File: config.mk
export PLATFORM = sky130hd
export DESIGN_NAME = pipe_addsub_flat
export DESIGN_NICKNAME = d
export VERILOG_FILES = /design/src/rtl/pipe_addsub_if.sv /design/src/rtl/pipe_addsub.sv /design/src/flat_wrapper.sv
export SDC_FILE = /design/constraint.sdc
export NUM_CORES = 1
export LEC_CHECK = 0
export ABC_AREA = 1
export ABC_CLOCK_PERIOD_IN_PS = 2250
export CORE_MARGIN = 4
export CORE_UTILIZATION = 39
export CTS_CLUSTER_SIZE = 28
export DETAILED_ROUTE_END_ITERATION = 10
export PLACE_DENSITY = 0.65
export SYNTH_ARGS = -nofsm -noshare
export SYNTH_HDL_FRONTEND = slang
export SYNTH_SLANG_ARGS = --single-unit
File: constraint.sdc
create_clock -name clk -period 2.25 [get_ports clk]
set_input_delay 0.3375 -clock clk [delete_from_list [all_inputs] [get_ports clk]]
set_output_delay 0.3375 -clock clk [all_outputs]
set_load 0.02 [all_outputs]
File: src/rtl/pipe_addsub_if.sv
// pipe_addsub_if -- handshake and data bundle for the pipelined adder/subtractor.
//   master : operand source and result sink (drives in_valid, a, b, c_in, sub, out_ready)
//   slave  : the adder itself (drives in_ready, out_valid, s, c_out, ovf)
interface pipe_addsub_if #(
    parameter int SIZE = 16
);
    logic            in_valid;
    logic            in_ready;
    logic [SIZE-1:0] a;
    logic [SIZE-1:0] b;
    logic            c_in;
    logic            sub;
    logic            out_valid;
    logic            out_ready;
    logic [SIZE-1:0] s;
    logic            c_out;
    logic            ovf;

    modport master (
        output in_valid, a, b, c_in, sub, out_ready,
        input  in_ready, out_valid, s, c_out, ovf
    );

    modport slave (
        input  in_valid, a, b, c_in, sub, out_ready,
        output in_ready, out_valid, s, c_out, ovf
    );
endinterface

File: src/rtl/pipe_addsub.sv
// pipe_addsub -- SIZE-bit adder/subtractor whose ripple chain is cut into STAGES
// registered chunks of W = SIZE/STAGES bits. One operand pair per cycle under
// valid/ready; result, carry-out and signed overflow appear STAGES edges after
// acceptance (counting the acceptance edge).
//   clk, rst_n : clock, asynchronous active-low reset
//   io (slave) : in_valid/in_ready/a/b/c_in/sub in, out_valid/out_ready/s/c_out/ovf out

// Full-adder cell used for every bit of the chain.
module pipe_addsub_fa (
    input  logic a_i,
    input  logic b_i,
    input  logic c_i,
    output logic s_o,
    output logic c_o
);
    assign s_o = a_i ^ b_i ^ c_i;
    assign c_o = (a_i & b_i) | (c_i & (a_i ^ b_i));
endmodule

module pipe_addsub #(
    parameter int SIZE   = 16,
    parameter int STAGES = 4
) (
    input  logic         clk,
    input  logic         rst_n,
    pipe_addsub_if.slave io
);
    localparam int W = SIZE / STAGES;

    logic            adv;
    logic [SIZE-1:0] b_eff;
    logic            cin_eff;

    // One advance signal for the whole pipe: it moves whenever the output
    // register is empty or being drained. Bubbles travel like data.
    assign adv         = io.out_ready || !io.out_valid;
    assign io.in_ready = adv;

    // Subtraction is folded in at entry, so sub/c_in need not travel further.
    assign b_eff   = io.sub ? ~io.b : io.b;
    assign cin_eff = io.sub ? 1'b1 : io.c_in;

    // Stage k adds chunk k. Bits above the chunk are carried forward as the
    // skew registers; the low sums accumulated so far are carried forward as
    // the deskew registers, so stage k's sum register holds bits [HI-1:0].
    for (genvar k = 0; k < STAGES; k++) begin : g_st
        localparam int LO = k * W;
        localparam int HI = LO + W;

        logic [SIZE-1:LO] opa_w;
        logic [SIZE-1:LO] opb_w;
        logic             cin_w;
        logic             vld_w;
        logic [W:0]       cc;
        logic [W-1:0]     chunk_s;
        logic [HI-1:0]    sum_d;
        logic [HI-1:0]    sum_q;
        logic             carry_q;
        logic             vld_q;

        if (k == 0) begin : g_src
            assign opa_w = io.a;
            assign opb_w = b_eff;
            assign cin_w = cin_eff;
            assign vld_w = io.in_valid;
            assign sum_d = chunk_s;
        end else begin : g_src
            assign opa_w = g_st[k-1].g_fwd.opa_q;
            assign opb_w = g_st[k-1].g_fwd.opb_q;
            assign cin_w = g_st[k-1].carry_q;
            assign vld_w = g_st[k-1].vld_q;
            assign sum_d = {chunk_s, g_st[k-1].sum_q};
        end

        assign cc[0] = cin_w;
        for (genvar i = 0; i < W; i++) begin : g_fa
            pipe_addsub_fa u_fa (
                .a_i (opa_w[LO+i]),
                .b_i (opb_w[LO+i]),
                .c_i (cc[i]),
                .s_o (chunk_s[i]),
                .c_o (cc[i+1])
            );
        end

        always_ff @(posedge clk or negedge rst_n) begin
            if (!rst_n) begin
                sum_q   <= '0;
                carry_q <= 1'b0;
                vld_q   <= 1'b0;
            end else if (adv) begin
                sum_q   <= sum_d;
                carry_q <= cc[W];
                vld_q   <= vld_w;
            end
        end

        if (k < STAGES - 1) begin : g_fwd
            logic [SIZE-1:HI] opa_q;
            logic [SIZE-1:HI] opb_q;

            always_ff @(posedge clk or negedge rst_n) begin
                if (!rst_n) begin
                    opa_q <= '0;
                    opb_q <= '0;
                end else if (adv) begin
                    opa_q <= opa_w[SIZE-1:HI];
                    opb_q <= opb_w[SIZE-1:HI];
                end
            end
        end

        if (k == STAGES - 1) begin : g_msb
            // Carry into the MSB; XOR with the final carry gives signed overflow.
            logic cmsb_q;

            always_ff @(posedge clk or negedge rst_n) begin
                if (!rst_n) begin
                    cmsb_q <= 1'b0;
                end else if (adv) begin
                    cmsb_q <= cc[W-1];
                end
            end
        end
    end

    assign io.out_valid = g_st[STAGES-1].vld_q;
    assign io.s         = g_st[STAGES-1].sum_q;
    assign io.c_out     = g_st[STAGES-1].carry_q;
    assign io.ovf       = g_st[STAGES-1].carry_q ^ g_st[STAGES-1].g_msb.cmsb_q;
endmodule
File: src/flat_wrapper.sv
// flat-port wrapper written by rule: the top's interface ports become plain ports
module pipe_addsub_flat 
#(
    parameter int SIZE   = 16,
    parameter int STAGES = 4
)
  (clk, rst_n, io_in_valid, io_a, io_b, io_c_in, io_sub, io_out_ready, io_in_ready, io_out_valid, io_s, io_c_out, io_ovf);
  pipe_addsub_if #(.SIZE(SIZE)) io_i ();
  input  logic clk;
  input  logic rst_n;
  input wire logic [$bits(io_i.in_valid)-1:0] io_in_valid;
  input wire logic [$bits(io_i.a)-1:0] io_a;
  input wire logic [$bits(io_i.b)-1:0] io_b;
  input wire logic [$bits(io_i.c_in)-1:0] io_c_in;
  input wire logic [$bits(io_i.sub)-1:0] io_sub;
  input wire logic [$bits(io_i.out_ready)-1:0] io_out_ready;
  output wire logic [$bits(io_i.in_ready)-1:0] io_in_ready;
  output wire logic [$bits(io_i.out_valid)-1:0] io_out_valid;
  output wire logic [$bits(io_i.s)-1:0] io_s;
  output wire logic [$bits(io_i.c_out)-1:0] io_c_out;
  output wire logic [$bits(io_i.ovf)-1:0] io_ovf;
  assign io_i.in_valid = io_in_valid;
  assign io_i.a = io_a;
  assign io_i.b = io_b;
  assign io_i.c_in = io_c_in;
  assign io_i.sub = io_sub;
  assign io_i.out_ready = io_out_ready;
  assign io_in_ready = io_i.in_ready;
  assign io_out_valid = io_i.out_valid;
  assign io_s = io_i.s;
  assign io_c_out = io_i.c_out;
  assign io_ovf = io_i.ovf;
  pipe_addsub #(.SIZE(SIZE), .STAGES(STAGES)) u_core (.clk(clk), .rst_n(rst_n), .io(io_i));
endmodule
==> run_results.csv <==
group,metric,value,unit
power,p_clk_frac,0.166,
power,powerDensity,1240,mW/mm^2
route,drc_errors,0,
route,routed_wl,7820,microns
power,p_int,0.00401,W
synth,syn_area,0.00421,sq mm
timing,hold-worst-slack,453,ps
global_route,grt_pass1_vias,2860,
route,wl_per_cell,12.1,microns
timing,maxSlewViolCount,0,
synth,seq_area_frac_synth,0.577,
setup_path,cp.arrival,2430,ps
setup_path,r2r.worst_path.cells,8,
clock_tree,cts_buffer_depth,2,
finish,diodes,0,
power,switching_share,0.366,
finish,drive_above_1_share,0.0765,
synth,ys_seq_elements,97,
setup_path,cp-start-kind,"input pin",
clock_tree,clk_pin_slew_worst_paths,80,ps
power,p_comb_frac,0.378,
setup_path,crit_path_start,"io_b[0]",
timing,worst_slew_pin_slew,509,ps
status,status,"complete, no violations",
global_route,grt_max_degree,98,
finish,final_nets,560,
timing,max_freq,457,MHz
setup_path,cp-end-kind,"flip-flop",
clock_tree,clk_latency,360,ps
floorplan,start_util,0.404,
route,drtPass1Iterations,4,
timing,min_period,2190,ps
setup_path,rrSetupSlack,80,ps
power,vdd_drop_max,0.523,mV
floorplan,io_pins,58,
route,avgViaCountPerCell,4.41,
setup_path,reg2reg_from,"u_core.g_st[1].g_fwd.opa_q[8]",
setup_path,cp_max_fo,1,
floorplan,dieWidth,112,microns
finish,final_common_cell,"nand2_1",
timing,hold_violations,0,
finish,mostFrequentLayoutCells,"nand2_1, dfrtp_1, o21ai_0, inv_1, clkdlybuf4s50_1",
hold_path,min_path_cells,2,
global_route,grt_antenna_before_repair,0,
finish,multi_input_area,0.00145,sq mm
setup_path,critPathCapture,"u_core.g_st[0].sum_q[3]",
timing,slew_headroom,0.661,
placement,hpwlAfterDp,5320,microns
synth,synth_cell_type_count,16,
floorplan,row_count,37,
global_route,grt_use_total,0.135,
power,pwr-share-seq,0.456,
placement,place_area,0.00489,sq mm
finish,final_area,0.00510,sq mm
hold_path,hold_path_class,"reg -> reg",
clock_tree,cts_buffers,9,
floorplan,coreArea,0.0104,sq mm
synth,ys_warn_count,0,
placement,gp_congestion,0.746,
clock_tree,cts_tree,"built",
clock_tree,htreeDepth,3,
floorplan,dieArea,0.0125,sq mm
timing,skew,7.52,ps
finish,synthToLayoutAreaGrowth,21.2,%
global_route,grt_pass1_wl,13700,microns
floorplan,chipHeight,112,microns
global_route,grt_overflow,0,
clock_tree,clkSinkCount,97,
synth,synth_fp_nets,509,
setup_path,worstReg2RegEnd,"u_core.g_st[2].sum_q[11]",
synth,syn_avg_cell_area,9.25,sq um
route,drtIter0Drc,209,
finish,nFillCells,987,
finish,register_area,0.00243,sq mm
timing,rsz0062_at_grt,"true",
setup_path,critPathKind,"in -> reg",
timing,setup_viol,0,
run,max-cap-violations,0,
setup_path,worstPathRequired,2490,ps
timing,min_period_over_period,0.973,
synth,syn-instance-count,455,
route,ant_nets,0,
placement,port_buffers,57,
route,via_count,2852,
power,power.switching,0.00232,W
clock_tree,cts_root_buf,"clkbuf_8",
power,p_leak,2.51,nW
==> state kept, by name, summed over array words and instances, names as in the netlist <==
signal	cells
u_core.g_st.carry_q	3
u_core.g_st.g_fwd.opa_q	24
u_core.g_st.g_fwd.opb_q	24
u_core.g_st.g_msb.cmsb_q	1
u_core.g_st.sum_q	24
u_core.g_st.vld_q	3
u_core.io.c_out	1
u_core.io.out_valid	1
u_core.io.s	16
==> worst min-delay path by stage <==
stage / start / slack (ps) / endpoint
after global routing: u_core.g_st[2].vld_q / 490 / u_core.io.out_valid
final: u_core.g_st[2].vld_q / 450 / u_core.io.out_valid
after global placement: rst_n / 340 / u_core.io.s[1]
after detailed placement: rst_n / 350 / u_core.io.s[2]
after floorplan: rst_n / 40 / u_core.g_st[0].carry_q
after CTS: u_core.g_st[2].vld_q / 460 / u_core.io.out_valid
==> power groups by stage <==
stage	registers [W]	logic, W	clock network (W)
detailed placement	0.00292	0.00238	0
global route	0.00298	0.00276	0.00117
global placement	0.00289	0.00232	0
floorplan	0.00303	0.00139	0
finish	0.00289	0.00239	0.00105
CTS	0.00289	0.00242	0.00108
==> kinds of logic (layout without fill, tap and decap cells) <==
family          after synthesis  count (layout)  share of synthesized area
simple gates                188             188                      0.174
fa+ha+maj                    16              16                     0.0761
buf+inv                      85             140                     0.0871
compound gates               64              64                     0.0761
flops                        97              97                      0.577
xor+xnor                      5               5                     0.0104
==> what timing repair did <==
action / 4_1_cts / 5_1_grt
hold buffers: 1 / 0
resized for setup: 17 / 6
hold endpoints to repair: 36 / 0
pin swaps: 4 / 1
endpoints found under the setup margin: 4 / 4
buffers inserted: 0 / 0
==> critical path: stages <==
cell and delay, ps:
dlygate4sd2_1 260, xnor2_2 150, fa_2 360, fa_2 360
fa_2 390, inv_2 70, fa_1 380, nand2_1 70
o21ai_1 50
==> stage by stage <==
| stage | util | worst slack (ps) | setup TNS, ps | cells | power [W] |
|---|---|---|---|---|---|
| 6_report | 0.490 | 60.5 | 0 | 646 | 0.00632 |
| 5_1_grt | 0.490 | -28.1 | -28.1 | 646 | 0.00691 |
| 4_1_cts | 0.490 | -29.3 | -29.3 | 646 | 0.00639 |
| 3_5_place_dp | 0.470 | -712 | -1430 | 630 | 0.00530 |
| 3_3_place_gp | 0.470 | -645 | -1210 | 630 | 0.00521 |
| 2_1_floorplan | - | -275 | -275 | 455 | 0.00442 |
==> Yosys cell counts, drive strengths merged <==
| cell type | number | area [sq um] |
|---|---|---|
| nand3 | 12 | 60.1 |
| fa | 16 | 320 |
| dfrtp | 97 | 2430 |
| nor2 | 2 | 15.0 |
| clkbuf | 4 | 15.0 |
| xnor2 | 3 | 26.3 |
| buf | 19 | 119 |
| o21ai | 64 | 320 |
| xor2 | 2 | 17.5 |
| inv | 62 | 233 |
| nand2 | 174 | 656 |
==> cell type report <==
type,count,share of cell area
Clock inverter,2,0.00245
Inverter,62,0.0456
Timing Repair Buffer,63,0.126
Tap cell,136,0.0334
Sequential cell,97,0.476
Multi-Input combinational cell,273,0.283
Clock buffer,13,0.0331
==> per-layer routing <==
| layer | GRT usage | wire, microns |
|---|---|---|
| met2 | 0.199 | 3520 |
| met3 | 0.0337 | 337 |
| met4 | 0.0584 | 171 |
| met1 | 0.190 | 3790 |
| met5 | 0 | 0 |
(Power assumes the default switching activity.)
